### src/rtl/parking_manager_n.sv
// parking_manager_n: bay occupancy tracker with lowest-free assignment, timed door,
// prescaled per-bay duration counters and one-deep sensor event queuing.
module parking_manager_n #(
  parameter int NUM_SPOTS   = 4,
  parameter int POS_W       = $clog2(NUM_SPOTS),
  parameter int CNT_W       = $clog2(NUM_SPOTS+1),
  parameter int TIME_W      = 16,
  parameter int TICK_CYCLES = 1000,
  parameter int DOOR_CYCLES = 100
) (
  input  logic                          clk,
  input  logic                          reset,
  input  logic                          entry_sensor,
  input  logic                          exit_sensor,
  input  logic [POS_W-1:0]              exiting_position,
  output logic                          door_open,
  output logic                          full,
  output logic                          best_valid,
  output logic [POS_W-1:0]              best_position,
  output logic [NUM_SPOTS-1:0]          parking_spots,
  output logic [CNT_W-1:0]              capacity,
  output logic [NUM_SPOTS*TIME_W-1:0]   parking_time,
  output logic                          reject
);
  localparam int PS_W = $clog2(TICK_CYCLES);
  localparam int DC_W = $clog2(DOOR_CYCLES);
  typedef enum logic {IDLE, OPEN} state_t;
  state_t state, state_n;
  logic entry_q, exit_q, pend_entry, pend_exit;
  logic [POS_W-1:0] pend_exit_pos;
  logic [PS_W-1:0] presc;
  logic [DC_W-1:0] door_cnt, door_cnt_n;
  logic [NUM_SPOTS-1:0] spots_n;
  logic [CNT_W-1:0] used;
  logic tick, do_entry, do_exit, rej_n, exit_ok, clr_entry, clr_exit;
  // Descending scan so the lowest free bay is the last one written
  always_comb begin
    used = '0;
    best_position = '0;
    exit_ok = 1'b0;
    for (int i = NUM_SPOTS-1; i >= 0; i--) begin
      used = used + CNT_W'(parking_spots[i]);
      if (!parking_spots[i]) best_position = POS_W'(i);
      if (parking_spots[i] && pend_exit_pos == POS_W'(i)) exit_ok = 1'b1;
    end
  end
  assign capacity   = CNT_W'(NUM_SPOTS) - used;
  assign full       = (capacity == '0);
  assign best_valid = ~full;
  assign door_open  = (state == OPEN);
  assign tick       = (presc == PS_W'(TICK_CYCLES-1));
  assign clr_exit   = (state == IDLE) && pend_exit;
  assign clr_entry  = (state == IDLE) && !pend_exit && pend_entry;
  always_comb begin
    state_n = state;
    door_cnt_n = door_cnt;
    do_entry = 1'b0;
    do_exit = 1'b0;
    rej_n = 1'b0;
    if (state == OPEN) begin
      state_n = (door_cnt == '0) ? IDLE : OPEN;
      door_cnt_n = (door_cnt == '0) ? door_cnt : door_cnt - 1'b1;
    end else if (pend_exit) begin
      do_exit = exit_ok;
      rej_n = ~exit_ok;
    end else if (pend_entry) begin
      do_entry = ~full;
      rej_n = full;
    end
    if (do_entry || do_exit) begin
      state_n = OPEN;
      door_cnt_n = DC_W'(DOOR_CYCLES-1);
    end
    for (int i = 0; i < NUM_SPOTS; i++)
      spots_n[i] = (parking_spots[i] | (do_entry && best_position == POS_W'(i)))
                   & ~(do_exit && pend_exit_pos == POS_W'(i));
  end
  always_ff @(posedge clk or negedge reset) begin
    if (!reset) begin
      state <= IDLE;
      door_cnt <= '0;
      presc <= '0;
      reject <= 1'b0;
      entry_q <= 1'b0;
      exit_q <= 1'b0;
      pend_entry <= 1'b0;
      pend_exit <= 1'b0;
      pend_exit_pos <= '0;
      parking_spots <= '0;
      parking_time <= '0;
    end else begin
      state <= state_n;
      door_cnt <= door_cnt_n;
      presc <= tick ? '0 : presc + 1'b1;
      reject <= rej_n;
      entry_q <= entry_sensor;
      exit_q <= exit_sensor;
      parking_spots <= spots_n;
      // A new edge is accepted only while its flag is clear
      if (clr_exit) pend_exit <= 1'b0;
      else if (exit_sensor && !exit_q && !pend_exit) begin
        pend_exit <= 1'b1;
        pend_exit_pos <= exiting_position;
      end
      if (clr_entry) pend_entry <= 1'b0;
      else if (entry_sensor && !entry_q) pend_entry <= 1'b1;
      for (int i = 0; i < NUM_SPOTS; i++) begin
        if (do_entry && best_position == POS_W'(i))
          parking_time[i*TIME_W +: TIME_W] <= '0;
        else if (tick && parking_spots[i] && parking_time[i*TIME_W +: TIME_W] != '1)
          parking_time[i*TIME_W +: TIME_W] <= parking_time[i*TIME_W +: TIME_W] + 1'b1;
      end
    end
  end
endmodule

### config.mk
export PLATFORM = sky130hd
export DESIGN_NAME = parking_manager_n
export DESIGN_NICKNAME = d
export VERILOG_FILES = /design/src/rtl/parking_manager_n.sv
export SDC_FILE = /design/constraint.sdc
export NUM_CORES = 1
export LEC_CHECK = 0
export ABC_CLOCK_PERIOD_IN_PS = 4000
export CAP_MARGIN = 30
export CORE_UTILIZATION = 60
export CTS_CLUSTER_DIAMETER = 100
export CTS_CLUSTER_SIZE = 25
export DETAILED_ROUTE_END_ITERATION = 10
export DONT_BUFFER_PORTS = 1
export GPL_TIMING_DRIVEN = 0
export PLACE_DENSITY = 0.83
export SLEW_MARGIN = 40
export SYNTH_ARGS = -nofsm -noshare
export SYNTH_HDL_FRONTEND = slang
export SYNTH_SLANG_ARGS = --single-unit
export TNS_END_PERCENT = 30
### constraint.sdc
create_clock -name clk -period 4 [get_ports clk]
set_clock_uncertainty 0.05 [all_clocks]
set_input_delay 0.4 -clock clk [delete_from_list [all_inputs] [get_ports clk]]
set_output_delay 0.4 -clock clk [all_outputs]
set_load 0.01 [all_outputs]
# ---- Yosys cells after proc, flatten, opt, wreduce, memory -nomap -nowiden
# Index checks and enable logic that the tools add are counted.
dict set report word_totals {
  n_memories 0
  reg_bits 93
  latch_bits 0
  rom_bits 0
  in_bits 6
  word_cells 130
  output_inout_bits 77
  ramBits 0
}
dict set report classes {
  addsub 10
  shift 0
  n_bitwise 16
  multipliers 0
  n_reduce_logical 43
  n_eq_ne 12
  mux 35
  div 0
  order_cmp 0
}
# cell n
set op_table {}
lappend op_table {{$mux 16} 8}
lappend op_table {{$add 16x1->16 const B} 4}
lappend op_table {{$ne 16x16->1 const B} 4}
lappend op_table {{$logic_and 1x1->1} 26}
lappend op_table {{$mux 7} 3}
lappend op_table {{$mux 1} 19}
lappend op_table {{$reduce_bool 2->1} 7}
lappend op_table {{$add 10x1->10 const B} 1}
lappend op_table {{$eq 10x10->1 const B} 1}
lappend op_table {{$mux 10} 1}
lappend op_table {{$eq 2x2->1 const B} 4}
lappend op_table {{$mux 2} 4}
lappend op_table {{$not 1->1} 8}
lappend op_table {{$logic_not 7->1} 1}
lappend op_table {{$sub 7x1->7 const B} 1}
lappend op_table {{$and 1x1->1} 4}
lappend op_table {{$eq 2x1->1 const B} 2}
lappend op_table {{$logic_not 2->1} 2}
lappend op_table {{$or 1x1->1} 4}
lappend op_table {{$reduce_and 2->1} 2}
lappend op_table {{$add 2x1->3} 1}
lappend op_table {{$add 3x1->3} 1}
lappend op_table {{$logic_not 1->1} 3}
lappend op_table {{$logic_not 3->1} 1}
lappend op_table {{4 further kinds} 4}

# ---- Logic depth before layout (Yosys ltp)
dict set report logic_depth {
  word_depth 12
  mapped_depth 11
  mapped_depth_nobuf 10
}

# ---- Worst setup path after synthesis
# No wires, ideal clock.
dict set report synth_timing {
  kind {register to register}
  from {register parking_spots[1]}
  to {register parking_time[63]}
  path_stages_with_launch 11
  t_arrival_ns 2.942
  period_less_slack_ns 3.116
  required_time_ns 3.825
  n_path_buf 1
  setup_slack_ns 0.884
  setup_time_ns 0.125
  path_cell_list {dfrtp_1 > fa_1 > inv_1 > ha_1 > ha_1 > or3_1 > inv_1 > nor4_1 > clkbuf_1 > nor2_1 > mux2_2}
}
dict set report synth_between {
  elab_chain_cells 10
  word_cells_on_any_way 14
  classes_between {3 x add/sub; 1 x eq/ne; 6 x mux; 1 x bitwise; 3 x reduce/logical}
}
# element line
set synth_lines {}
lappend synth_lines {{start, declared} 20} ;# output logic [NUM_SPOTS-1:0] parking_spots,
lappend synth_lines {{start signal, assigned} 98} ;# parking_spots <= spots_n;
lappend synth_lines {{$add 2x1->3 (*)} 42} ;# used = used + CNT_W'(parking_spots[i]);
lappend synth_lines {{$add 3x1->3 (*)} 42}
lappend synth_lines {{$sub 3x3->3 (*)} 47} ;# assign capacity = CNT_W'(NUM_SPOTS) - used;
lappend synth_lines {{net capacity[1]} 21} ;# output logic [CNT_W-1:0] capacity,
lappend synth_lines {{$logic_not 3->1 (*)} 48} ;# assign full = (capacity == '0);
lappend synth_lines {{$not 1->1 (*)} n/a}
lappend synth_lines {{net best_valid} 18} ;# output logic best_valid,
lappend synth_lines {{$mux 1 (*)} 66} ;# end else if (pend_entry) begin
lappend synth_lines {{$mux 1 (*)} 63} ;# end else if (pend_exit) begin
lappend synth_lines {{$mux 1 (*)} 60} ;# if (state == OPEN) begin
lappend synth_lines {{$logic_and 1x1->1 (*)} 108} ;# if (do_entry && best_position == POS_W'(i))
lappend synth_lines {{$mux 16 / $reduce_bool 2->1 (equally long branches)} n/a}
lappend synth_lines {{end signal, assigned by index} 111} ;# parking_time[i*TIME_W +: TIME_W] <= parking_time[i*TIME_W +: TIME_W] + 1'b1;
lappend synth_lines {{end, declared} 22} ;# output logic [NUM_SPOTS*TIME_W-1:0] parking_time,
# Mark *: on every way through the listed nets, which the timed path passes. The rest lies on a longest branch.
# A chain may end at the register's enable or synchronous reset.

# ---- Worst setup path after layout
dict set report layout_timing {
  from {register parking_spots[1]}
  to {register parking_time[60]}
}
# Same word-level chain as after synthesis.

==> out/summary.txt <==
Number of global-route vias before repair -> 3779
Initial Util -> 0.6284
Most common cell in the synthesized netlist -> dfrtp_1
EDFF count, synth -> 0
Psw -> 0.8430 mW
Placeable Area -> 7807 um^2
Post-CTS Hold Fix Bufs -> 3
Gate count after technology mapping -> 514
Lkg Pwr -> 2.292 nW
CP Data Arrival Time -> 3890 ps
Fin crit share -> 0.9247
H-tree Lvls -> 3
Post-synth top area cell -> dfrtp_1
Async S/R FF share, synth -> 1.000
Largest net degree at the start of global routing -> 94
Post-synthesis sequential area ratio -> 0.4744
Post-Layout Cell Count -> 636
# setup viols final -> 0
Final HPWL from detailed placement -> 7316 um
Port bufs -> 0
Post-route DRC -> 0
First drt pass iteration count -> 4
Worst-Skew Late Latency -> 360 ps
Final Max Tran Viols -> 0
Syn nets -> 530
Unrepaired setup endpoints after global routing -> no
Dpl cells -> 616
Switch share -> 0.3462
Post-Syn Area -> 4906 um^2
Hold Violations, Final -> 0
Utilization after layout -> 0.6835
Slew HR -> 0.4793
Post-cts resize count -> 0
Post-synth top area share -> 0.4744
# IOs -> 83
Synth Register Bits -> 93
GR Util met3 -> 0.07964
CP startpoint kind -> register
Status -> completed
Post-synth top flop -> dfrtp_1
Period minus WS final -> 3699 ps
Die Area -> 8542 um^2
Clock Pin Slew Worst Setup and Hold Paths -> 90 ps
Power Dens Cells -> 456.2 nW/um^2
First DRT Iteration DRCs -> 202
Peak supply drop -> 0.0003675 V
First-pass GRT wire length -> 17770 um
CP max FO -> 10
Internal -> 1.592 mW
Sequential share of power -> 0.475
Setup TNS -> 0 ps
Grt met1 use -> 0.3393
Clock power frac -> 0.285
Max clock buf depth -> 2
Critical path class -> reg2reg
Setup repair bufs after CTS -> 0
Number of diodes -> 0
Largest cells by area after synthesis -> dfrtp_1 47%, nor2_1 6.2%, xnor2_1 6.1%, nand3_1 3.9%, nand4_1 3.6%
WL final -> 10520 um
Fillers -> 660
Met2 usage -> 0.4216
Clock sinks -> 93
FP Rows -> 32
Worst hold margin -> 135.2 ps
Busiest grt layer -> met2
CTS tree -> done
Die height -> 92.43 um
Highest clock rate -> 270.4 MHz
Cts bufs inserted -> 9
Yosys warns -> 0
Routed vias/inst -> 6.189
Logic pwr share -> 0.240
Layout cells sized above 1 -> 0.07678
Crit. End Element -> register
Die Width -> 92.43 um
Max-Cap Viols -> 0
Worst endpoint required time -> 4190 ps
Initial antenna violation count -> 0
Gpl congestion -> 0.8181
GRT Util Overall -> 0.2598
Clk root buf -> clkbuf_8
Synth cell types -> 51
Commonest cells in the netlist -> 93 x dfrtp_1, 81 x nor2_1, 38 x nand3_1
WL/cell -> 16.53 um
HP Class -> in2reg
Routed Antenna Nets -> 0
Nets@finish -> 545
Via count -> 3936
Syn avg cell area -> 9.545 um^2
Area growth, synth to finish -> 8.773%
Tightest Pin Transition -> 773.9 ps
GRT Residual Overflow -> 0
## cell type report
cell class,count,area (um^2),area share
clock buffer,9,123.9,0.02321
timing repair buffer,4,57.56,0.01079
clock inverter,7,98.84,0.01852
buffer,17,72.57,0.01360
multi-input combinational,387,2465,0.4619
sequential,93,2327,0.4361
inverter,17,63.81,0.01196
tap,102,127.6,0.02392
## registers in the layout, summed over array words and instances, names as in the netlist
register	flops
door_open	1
pend_exit_pos	2
reject	1
presc	10
entry_q	1
exit_q	1
door_cnt	7
parking_time	64
parking_spots	4
pend_entry	1
pend_exit	1
## cell usage in the layout (no fill, tap or decap), drive strengths merged, types with 9 or more instances in the layout
cell type	count
xnor2	34
nand4	28
nand2	33
ha	9
clkbuf	22
xor2	19
nand3	38
nor4	12
inv	18
and3	10
nor3b	9
or3	10
nor3	21
a21oi	11
o21ai	11
nor2	81
dfrtp	93
## worst paths after layout
path,to,depth (start not counted),from,slack (ps)
min,pend_entry$_DFFE_PN0P_,2,entry_sensor,140
max,parking_time[60]$_DFFE_PN0P_,10,parking_spots[1]$_DFF_PN0_,300
min reg2reg,pend_entry$_DFFE_PN0P_,1,entry_q$_DFF_PN0_,400
max reg2reg,parking_time[60]$_DFFE_PN0P_,10,parking_spots[1]$_DFF_PN0_,300
max in group asynchronous,parking_spots[0]$_DFF_PN0_,2,reset,2980
min in group asynchronous,parking_time[29]$_DFFE_PN0P_,2,reset,570
## per-stage QoR
step	power [mW]	area, um^2	setup WS, ps
final	2.435	5336	301.1
after global routing	2.575	5336	89.88
after CTS	2.443	5313	290.6
after detailed placement	1.729	5042	300.7
after global placement	1.706	5034	354.6
after floorplan	1.580	4906	883.7
## per-layer routing
layer	up-vias	wire length (um)
met5	-	0
met4	0	87
met3	11	677
met2	105	5109
met1	1973	4641
li1	1847	-
## power by group through the flow
stage,Sequential (mW),Combinational [mW],Clock [mW]
2_1_floorplan,1.13,0.446,0
3_3_place_gp,1.17,0.539,0
3_5_place_dp,1.17,0.556,0
4_1_cts,1.15,0.581,0.708
5_1_grt,1.17,0.655,0.749
6_report,1.16,0.584,0.695
## cells by family (layout without fill, tap and decap cells)
logic type / count (synthesis) / in the layout / synth area share
XOR/XNOR: 53 / 53 / 0.09462
adder cells (fa/ha/maj): 10 / 10 / 0.02703
multiplexers: 10 / 10 / 0.02448
flip-flops: 93 / 93 / 0.4744
AND/OR/NAND/NOR: 274 / 274 / 0.2994
buffers and inverters: 34 / 54 / 0.02780
AO/OA/AOI/OAI: 40 / 40 / 0.05228
## critical path, stage by stage, from the launching register on
cell,delay [ps]
dfrtp_1,540
fa_1,590
inv_1,40
ha_1,170
ha_1,360
or3_1,230
inv_1,150
nor4_1,610
clkbuf_1,450
buf_2,320
nor2_1,80
No activity file was read; power rests on OpenSTA's default activity.
